File: config.mk
export PLATFORM = sky130hd
export DESIGN_NAME = mdu_ctrl
export DESIGN_NICKNAME = d
export VERILOG_FILES = /design/src/rtl/mdu_ctrl.sv
export SDC_FILE = /design/constraint.sdc
export NUM_CORES = 2
export LEC_CHECK = 0
export ABC_AREA = 1
export BUFFER_PORTS_ARGS = -buffer_cell sky130_fd_sc_hd__buf_4
export CORE_MARGIN = 8
export CORE_UTILIZATION = 40
export DETAILED_ROUTE_END_ITERATION = 10
export SYNTH_ARGS = -nofsm -noshare
export SYNTH_HDL_FRONTEND = slang
export SYNTH_SLANG_ARGS = --single-unit
File: constraint.sdc
create_clock -name clk -period 12.4 [get_ports clk]
set_input_delay 1.24 -clock clk [delete_from_list [all_inputs] [get_ports clk]]
set_output_delay 1.24 -clock clk [all_outputs]
set_load 0.01 [all_outputs]
File: src/rtl/mdu_ctrl.sv
// Multi-cycle multiply/divide sequencer for the EX stage.
// Owns the architectural HI/LO registers. MULT/MULTU/DIV/DIVU run in the
// background while busy stalls the pipeline. MTHI/MTLO update HI/LO in the
// accept cycle without stalling. A flush cancels the in-flight operation.
module mdu_ctrl #(
    parameter int MUL_LAT = 2
) (
    input  logic        clk,
    input  logic        resetn,
    input  logic        op_valid,
    input  logic [2:0]  op,
    input  logic [31:0] src_a,
    input  logic [31:0] src_b,
    input  logic        flush,
    output logic        busy,
    output logic        done,
    output logic [31:0] hi,
    output logic [31:0] lo
);

    typedef enum logic [1:0] {
        ST_IDLE   = 2'd0,
        ST_MUL    = 2'd1,
        ST_DIV    = 2'd2,
        ST_FINISH = 2'd3
    } state_e;

    localparam logic [2:0] OP_MULT  = 3'b000;
    localparam logic [2:0] OP_MULTU = 3'b001;
    localparam logic [2:0] OP_DIV   = 3'b010;
    localparam logic [2:0] OP_DIVU  = 3'b011;
    localparam logic [2:0] OP_MTHI  = 3'b100;
    localparam logic [2:0] OP_MTLO  = 3'b101;

    // The MUL count runs MUL_LAT-1 down to 0, i.e. MUL_LAT cycles in MUL.
    localparam logic [5:0] MUL_CNT_INIT = 6'(MUL_LAT - 1);
    // 32 restoring-division iterations, counted 31 down to 0.
    localparam logic [5:0] DIV_CNT_INIT = 6'd31;

    // Unsigned magnitude of a value; 0x80000000 maps onto itself.
    function automatic logic [31:0] abs32(input logic [31:0] v, input logic is_signed);
        if (is_signed && v[31]) begin
            abs32 = 32'd0 - v;
        end else begin
            abs32 = v;
        end
    endfunction

    // Two's-complement negate when neg is set.
    function automatic logic [31:0] neg_if(input logic [31:0] v, input logic neg);
        if (neg) begin
            neg_if = 32'd0 - v;
        end else begin
            neg_if = v;
        end
    endfunction

    state_e      state_q,      state_d;
    logic [5:0]  cnt_q,        cnt_d;
    // opa holds the multiplicand, or the dividend magnitude which is shifted
    // out MSB-first while quotient bits are shifted in at the bottom.
    logic [31:0] opa_q,        opa_d;
    logic [31:0] opb_q,        opb_d;
    logic [31:0] rem_q,        rem_d;
    logic        is_div_q,     is_div_d;
    logic        mul_signed_q, mul_signed_d;
    logic        q_neg_q,      q_neg_d;
    logic        r_neg_q,      r_neg_d;
    logic [31:0] hi_q,         hi_d;
    logic [31:0] lo_q,         lo_d;

    logic        accept_s;
    logic        div_signed_s;
    logic [63:0] mul_a_s;
    logic [63:0] mul_b_s;
    logic [63:0] product_s;
    logic [32:0] rem_shift_s;
    logic [32:0] diff_s;
    logic [31:0] quo_fix_s;
    logic [31:0] rem_fix_s;

    assign accept_s     = op_valid & ~flush & (state_q == ST_IDLE);
    assign div_signed_s = (op == OP_DIV);

    // Sign/zero extension to 64 bits makes one truncated multiply cover both
    // MULT and MULTU without carries beyond bit 63.
    assign mul_a_s   = {{32{mul_signed_q & opa_q[31]}}, opa_q};
    assign mul_b_s   = {{32{mul_signed_q & opb_q[31]}}, opb_q};
    assign product_s = mul_a_s * mul_b_s;

    // One restoring step: bring in the next dividend bit, trial-subtract.
    // diff_s[32] set means the trial went negative and is discarded.
    assign rem_shift_s = {rem_q, opa_q[31]};
    assign diff_s      = rem_shift_s - {1'b0, opb_q};

    assign quo_fix_s = neg_if(opa_q, q_neg_q);
    assign rem_fix_s = neg_if(rem_q, r_neg_q);

    assign busy = (state_q != ST_IDLE) | (op_valid & ~flush & ~op[2]);
    assign done = (state_q == ST_FINISH) & ~flush;
    assign hi   = hi_q;
    assign lo   = lo_q;

    // Next-state and datapath update for the sequencer.
    always_comb begin
        state_d      = state_q;
        cnt_d        = cnt_q;
        opa_d        = opa_q;
        opb_d        = opb_q;
        rem_d        = rem_q;
        is_div_d     = is_div_q;
        mul_signed_d = mul_signed_q;
        q_neg_d      = q_neg_q;
        r_neg_d      = r_neg_q;
        hi_d         = hi_q;
        lo_d         = lo_q;

        case (state_q)
            ST_IDLE: begin
                if (accept_s) begin
                    case (op)
                        OP_MULT, OP_MULTU: begin
                            opa_d        = src_a;
                            opb_d        = src_b;
                            is_div_d     = 1'b0;
                            mul_signed_d = (op == OP_MULT);
                            cnt_d        = MUL_CNT_INIT;
                            state_d      = ST_MUL;
                        end
                        OP_DIV, OP_DIVU: begin
                            opa_d    = abs32(src_a, div_signed_s);
                            opb_d    = abs32(src_b, div_signed_s);
                            rem_d    = 32'd0;
                            is_div_d = 1'b1;
                            // Divide by zero keeps the all-ones quotient the
                            // iterations produce, so no quotient negation.
                            q_neg_d  = div_signed_s & (src_a[31] ^ src_b[31])
                                       & (src_b != 32'd0);
                            r_neg_d  = div_signed_s & src_a[31];
                            cnt_d    = DIV_CNT_INIT;
                            state_d  = ST_DIV;
                        end
                        OP_MTHI: begin
                            hi_d = src_a;
                        end
                        OP_MTLO: begin
                            lo_d = src_a;
                        end
                        default: begin
                            state_d = ST_IDLE;
                        end
                    endcase
                end else begin
                    state_d = ST_IDLE;
                end
            end
            ST_MUL: begin
                if (flush) begin
                    state_d = ST_IDLE;
                end else if (cnt_q == 6'd0) begin
                    state_d = ST_FINISH;
                end else begin
                    cnt_d = cnt_q - 6'd1;
                end
            end
            ST_DIV: begin
                if (flush) begin
                    state_d = ST_IDLE;
                end else begin
                    if (diff_s[32]) begin
                        rem_d = rem_shift_s[31:0];
                    end else begin
                        rem_d = diff_s[31:0];
                    end
                    opa_d = {opa_q[30:0], ~diff_s[32]};
                    if (cnt_q == 6'd0) begin
                        state_d = ST_FINISH;
                    end else begin
                        cnt_d = cnt_q - 6'd1;
                    end
                end
            end
            ST_FINISH: begin
                state_d = ST_IDLE;
                if (flush) begin
                    hi_d = hi_q;
                end else if (is_div_q) begin
                    lo_d = quo_fix_s;
                    hi_d = rem_fix_s;
                end else begin
                    hi_d = product_s[63:32];
                    lo_d = product_s[31:0];
                end
            end
            default: begin
                state_d = ST_IDLE;
            end
        endcase
    end

    // State, operand and HI/LO registers; async reset aborts any operation.
    always_ff @(posedge clk or negedge resetn) begin
        if (!resetn) begin
            state_q      <= ST_IDLE;
            cnt_q        <= 6'd0;
            opa_q        <= 32'd0;
            opb_q        <= 32'd0;
            rem_q        <= 32'd0;
            is_div_q     <= 1'b0;
            mul_signed_q <= 1'b0;
            q_neg_q      <= 1'b0;
            r_neg_q      <= 1'b0;
            hi_q         <= 32'd0;
            lo_q         <= 32'd0;
        end else begin
            state_q      <= state_d;
            cnt_q        <= cnt_d;
            opa_q        <= opa_d;
            opb_q        <= opb_d;
            rem_q        <= rem_d;
            is_div_q     <= is_div_d;
            mul_signed_q <= mul_signed_d;
            q_neg_q      <= q_neg_d;
            r_neg_q      <= r_neg_d;
            hi_q         <= hi_d;
            lo_q         <= lo_d;
        end
    end

endmodule

---- Word-level counts from Yosys, hierarchy flattened ----
Cells that the tools add are included.
operators by class
  add/sub/neg operators ................... 6
  mux-type cells .......................... 35
  $mul .................................... 1
  reduce and logical (&&, ||, !) cells .... 24
  equality and inequality tests ........... 19
  bitwise logic cells ..................... 14
operators with widths
  kind                     count
  $mux W32                 18
  $pmux W32 S2             6
  $sub A1 B32 Y32 const A  4
  $mul A33 B33 Y64         1
  $sub A33 B32 Y33         1
  $reduce_bool A32 Y1      1
  $pmux W6 S2              2
  $mux W6                  3
  $reduce_and A4 Y1        4
  $pmux W2 S3              2
  $ne A2 B2 Y1 const B     5
  $reduce_bool A2 Y1       5
  $and A1 B1 Y1            9
  $reduce_and A3 Y1        3
  $reduce_or A2 Y1         4
  $eq A3 B2 Y1 const B     2
  $eq A3 B3 Y1 const B     2
  $logic_not A6 Y1         1
  $mux W2                  3
  $ne A2 B1 Y1 const B     3
  $ne A3 B1 Y1 const B     2
  $sub A6 B1 Y6 const B    1
  $reduce_and A5 Y1        1
  $eq A2 B2 Y1 const B     2
  11 further kinds         14
word-level totals
  flip-flop bits (word level) ............. 172
  input port bits ......................... 71
  logic and storage cells ................. 110

---- Longest topological paths before layout ----
  depth after elaboration ................. 6
  mapped depth ............................ 37
  depth with buffers taken out ............ 35

---- Worst setup path before layout ----
No wires, ideal clock.
  kind .................................... flip-flop to flip-flop
  start point ............................. register opa_q[31]
  end point ............................... register hi_q[31], in the netlist hi[31]
  arrival ................................. 7517 ps
  stages on the path, launching flop included .. 32
  path slack .............................. 4762 ps
  data required time ...................... 12279 ps
  period minus slack after synthesis ...... 7638 ps
  cell sequence ........................... dfrtp_1 -> buf_2 -> nand2_1 -> clkbuf_1 -> buf_1 -> nor2_1 -> fa_1 -> inv_1 -> fa_1 -> inv_1 -> fa_1 -> inv_1 -> fa_1 -> fa_1 -> fa_1 -> inv_1 -> fa_1 -> inv_1 -> fa_1 -> inv_1 -> ha_1 -> inv_1 -> nor3_1 -> nand2_1 -> nor4_1 -> nand2_1 -> nand3_1 -> nand2_1 -> nand3_1 -> nand2_1 -> nand2_1 -> a21oi_1
between the ends
  longest elaborated chain between the ends .. 5
RTL lines
  element                   RTL line  text
  start: declaration        62        logic [31:0] opa_q, opa_d;
  start signal: assignment  218       opa_q <= opa_d;
  $and A1 B1 Y1             87        assign mul_a_s = {{32{mul_signed_q & opa_q[31]}}, opa_q};
  $mul A33 B33 Y64 *        89        assign product_s = mul_a_s * mul_b_s;
  $mux W32 *                187       end else if (is_div_q) begin
  $mux W32 *                185       if (flush) begin
  $pmux W32 S2 *            118       case (state_q)
  end signal: assignment    225       hi_q <= hi_d;
  end: declaration          69        logic [31:0] hi_q, hi_d;
Every way passes the cells marked *; elsewhere a longest branch is shown, timed or not. The select of a mux whose other input is x is not followed.
A chain may end at the register's enable or synchronous reset.

---- Final worst setup path ----
  start point ............................. register opb_q[6]
  end point ............................... register hi_q[27], in the netlist hi[27]
between the ends
  longest elaborated chain between the ends .. 4
RTL lines
  element                   RTL line  text
  start: declaration        63        logic [31:0] opb_q, opb_d;
  start signal: assignment  219       opb_q <= opb_d;
  $mul A33 B33 Y64          89
  $mux W32                  187
  $mux W32                  185
  $pmux W32 S2              118
Every way passes these cells. The select of a mux whose other input is x is not followed.

==> results.sh <==
export IMPL_cts_tree="yes"
export IMPL_ys_seq_elements=172
export IMPL_startpoint_type="register"
export IMPL_cts_buffers=17
export IMPL_critPathLaunch="opb_q[6]$_DFFE_PN0P_"
export IMPL_status="finished clean"
export IMPL_cts_resized=0
export IMPL_gp_congestion=0.9917
export IMPL_slew_viol_final=0
export IMPL_routedWlPerCell_um=21.25
export IMPL_ys_warn_count=0
export IMPL_hpwl_um=156200
export IMPL_arrival_ps=9610
export IMPL_start_util_pct=40.23
export IMPL_first_global_vias=48470
export IMPL_drive_gt1_share_pct=5.251
export IMPL_finalWorstPathRequiredPeriod_ps=9159
export IMPL_fin_skew_ps=27.44
export IMPL_syn_cell_area_um2=53560
export IMPL_cp_required_ps=12850
export IMPL_slew_headroom_pct=11.02
export IMPL_worst_pin_slew_ps=1321
export IMPL_synth_top_cell_area_share_pct=42.09
export IMPL_htreeDepth=4
export IMPL_syn_to_final_growth_pct=5.971
export IMPL_port_buffers=136
export IMPL_cp_slowest_cell="fa_1"
export IMPL_maxCapViolations=0
export IMPL_rsz0062_at_grt="false"
export IMPL_cts_sink_count=172
export IMPL_clock_latency_ps=550
export IMPL_clk_pin_slew_ps=100
export IMPL_hp_start="cnt_q[0]$_DFFE_PN0P_"
export IMPL_crit_type="reg2reg"
export IMPL_dr_pass1_iters=5
export IMPL_grt_use_total_pct=26.13
export IMPL_synth_area_leaders="fa_1, nand2_1, inv_1"
export IMPL_postSynthAreaPerCell_um2=7.473
export IMPL_syn_nets=8618
export IMPL_min_path_type="reg2reg"
export IMPL_die_area_um2=145900
export IMPL_n_fill_cell=13880
export IMPL_pin_count=137
export IMPL_grt_ovfl_total=0
export IMPL_ant_nets=0
export IMPL_synth_cell_types=58
export IMPL_core_area_um2=133100
export IMPL_ctsRootBufferMaster="clkbuf_16"
export IMPL_setup_viol=0
export IMPL_nNetsFinal=8522
export IMPL_clockBufferDepth=2
export IMPL_max_stage_delay_ps=840
export IMPL_ys_seq_area_share_pct=8.036
export IMPL_die_h_um=381.9
export IMPL_hold_viol=0
export IMPL_holdBufCountCts=0
export IMPL_drc_errors=0
export IMPL_synth_cells=7167
export IMPL_synthArstFlopShare_pct=100.0
export IMPL_r2r_start="opb_q[6]$_DFFE_PN0P_"
export IMPL_critPathCaptureType="register"
export IMPL_synth_flop_cell="dfrtp_1"
export IMPL_vias=45910
export IMPL_routed_wl_um=188200
export IMPL_drt_iter0_drc=3955
export IMPL_antenna_found_initial=5
export IMPL_grt_max_degree=91
export IMPL_fin_util_pct=42.64
export IMPL_critPathMaxFanout=34
export IMPL_synth_top_area_cell="fa_1"
export IMPL_rows=134
export IMPL_grt_pass1_wl_um=293800
export IMPL_fmax_mhz=109.2
export IMPL_synth_edff_count=0
export IMPL_postCtsSetupBuffers=0
export IMPL_via_per_inst=5.184
export IMPL_die_w_um=381.9
export IMPL_period_share_pct=73.86
export IMPL_fin_tns_setup_ps=0
[synth_stat cells (3+ instances only)]
library cell	count
xnor2_1	27
a21o_1	3
nand2_1	1849
a31oi_1	12
nor3_1	30
nand2_2	10
buf_1	40
inv_2	21
o221ai_1	14
o21bai_1	18
o21ai_4	3
o21a_1	4
nor2_1	470
nor2_2	15
fa_1	1126
nand3_1	193
o21ai_0	217
o211ai_1	14
nand3_2	4
o21ai_1	86
buf_2	32
ha_1	254
o22ai_1	7
nor3_2	5
dfrtp_1	172
nand4_2	3
xor2_1	43
inv_1	1832
nor4_1	7
o31ai_1	6
nand3b_1	17
clkinv_1	5
nand4_1	35
buf_6	4
clkbuf_1	261
a21oi_2	4
a21oi_1	269
nor2_4	5
or2_2	3
o211ai_2	23
o21ai_2	3
[metal layers]
metal	vias to the layer above	wire length (um)	share of wire, %	GRT usage, %
li1	20630	-	-	-
met4	0	7681	4.1	9.498
met1	23300	80590	43	35.95
met2	1624	85450	45	41.56
met3	350	14480	7.7	4.369
met5	-	0	0	0
[flip-flops by register name, indices dropped and copies added, names as in the netlist]
name,flops
cnt_q,6
hi,32
is_div_q,1
lo,32
mul_signed_q,1
opa_q,32
opb_q,32
q_neg_q,1
r_neg_q,1
rem_q,32
state_q,2
[placed cells by master (no fill, tap or decap), drive strengths merged, types with 3 or more instances in the layout]
cell | Yosys | routed
inv | 1853 | 1862
clkinv | 5 | 11
o21bai | 18 | 18
a31oi | 13 | 13
clkbuf | 261 | 18
buf | 80 | 225
a21oi | 273 | 273
nand2 | 1860 | 1860
diode | 0 | 4
o21a | 4 | 4
nand3b | 17 | 17
dfrtp | 172 | 172
xor2 | 43 | 43
o31ai | 6 | 6
o221ai | 14 | 14
or2 | 6 | 6
fa | 1126 | 1126
o211ai | 37 | 37
ha | 254 | 254
nand3 | 197 | 197
o22ai | 8 | 8
xnor2 | 27 | 27
nand4 | 38 | 38
nor4 | 7 | 7
a21o | 3 | 3
nor2 | 491 | 491
nor3 | 36 | 36
o21ai | 309 | 309
[kinds of logic (layout without fill, tap and decap cells)]
family                     Yosys count  in the layout  synth area share [%]
buffers and inverters             2199           2116                 15.60
adders and majority gates         1380           1380                 48.02
AOI/OAI and AO/OA                  691            691                 7.305
and+or+nand+nor                   2655           2655                 19.89
xor gates and xnor gates            70             70                 1.145
DFF                                172            172                 8.036
other                                0              4                     0
[path summary, 6_finish.rpt]
| path | end | slack, ps | cells after the start |
|---|---|---|---|
| max in group asynchronous | opb_q[5]$_DFFE_PN0P_ | 9600 | 3 |
| min | cnt_q[0]$_DFFE_PN0P_ | 500 | 1 |
| max | hi[27]$_DFFE_PN0P_ | 3240 | 30 |
| max reg2reg | hi[27]$_DFFE_PN0P_ | 3240 | 30 |
| min reg2reg | cnt_q[0]$_DFFE_PN0P_ | 500 | 1 |
| min in group asynchronous | cnt_q[3]$_DFFE_PN0P_ | 790 | 1 |
[worst max-delay path, delay by kind of cell, from the launching register on]
| family | cells | cell delay (ps) |
|---|---|---|
| and+or+nand+nor | 11 | 1950 |
| AOI/OAI and AO/OA | 1 | 150 |
| buffers and inverters | 9 | 1790 |
| adders and majority gates | 9 | 4760 |
| DFF | 1 | 340 |
[layout make-up]
| class | count | area, um^2 | share of cell area, % |
|---|---|---|---|
| inverters | 1858 | 6974 | 12.29 |
| diodes | 4 | 10.01 | 0.01764 |
| clock buffers | 17 | 425.4 | 0.7495 |
| flip-flops and latches | 172 | 4308 | 7.590 |
| clock inverters | 15 | 198.9 | 0.3505 |
| multi-input cells | 4796 | 40930 | 72.11 |
| well taps | 1768 | 2212 | 3.898 |
| repair buffers | 226 | 1703 | 3.000 |
[metrics by stage]
step,worst slack [ps],instance area [um^2],hold WS [ps],instances
after floorplan,4762,53560,452.8,7167
after global placement,3407,56120,474.7,8820
after detailed placement,3347,56120,476.8,8820
after CTS,3291,56750,498.7,8852
after global routing,2750,56750,512.7,8852
final,3241,56760,500.9,8856
Power is left out: the tool's default activity adds up to more than one toggle a clock period on the data nets, which glitch-free logic cannot reach.
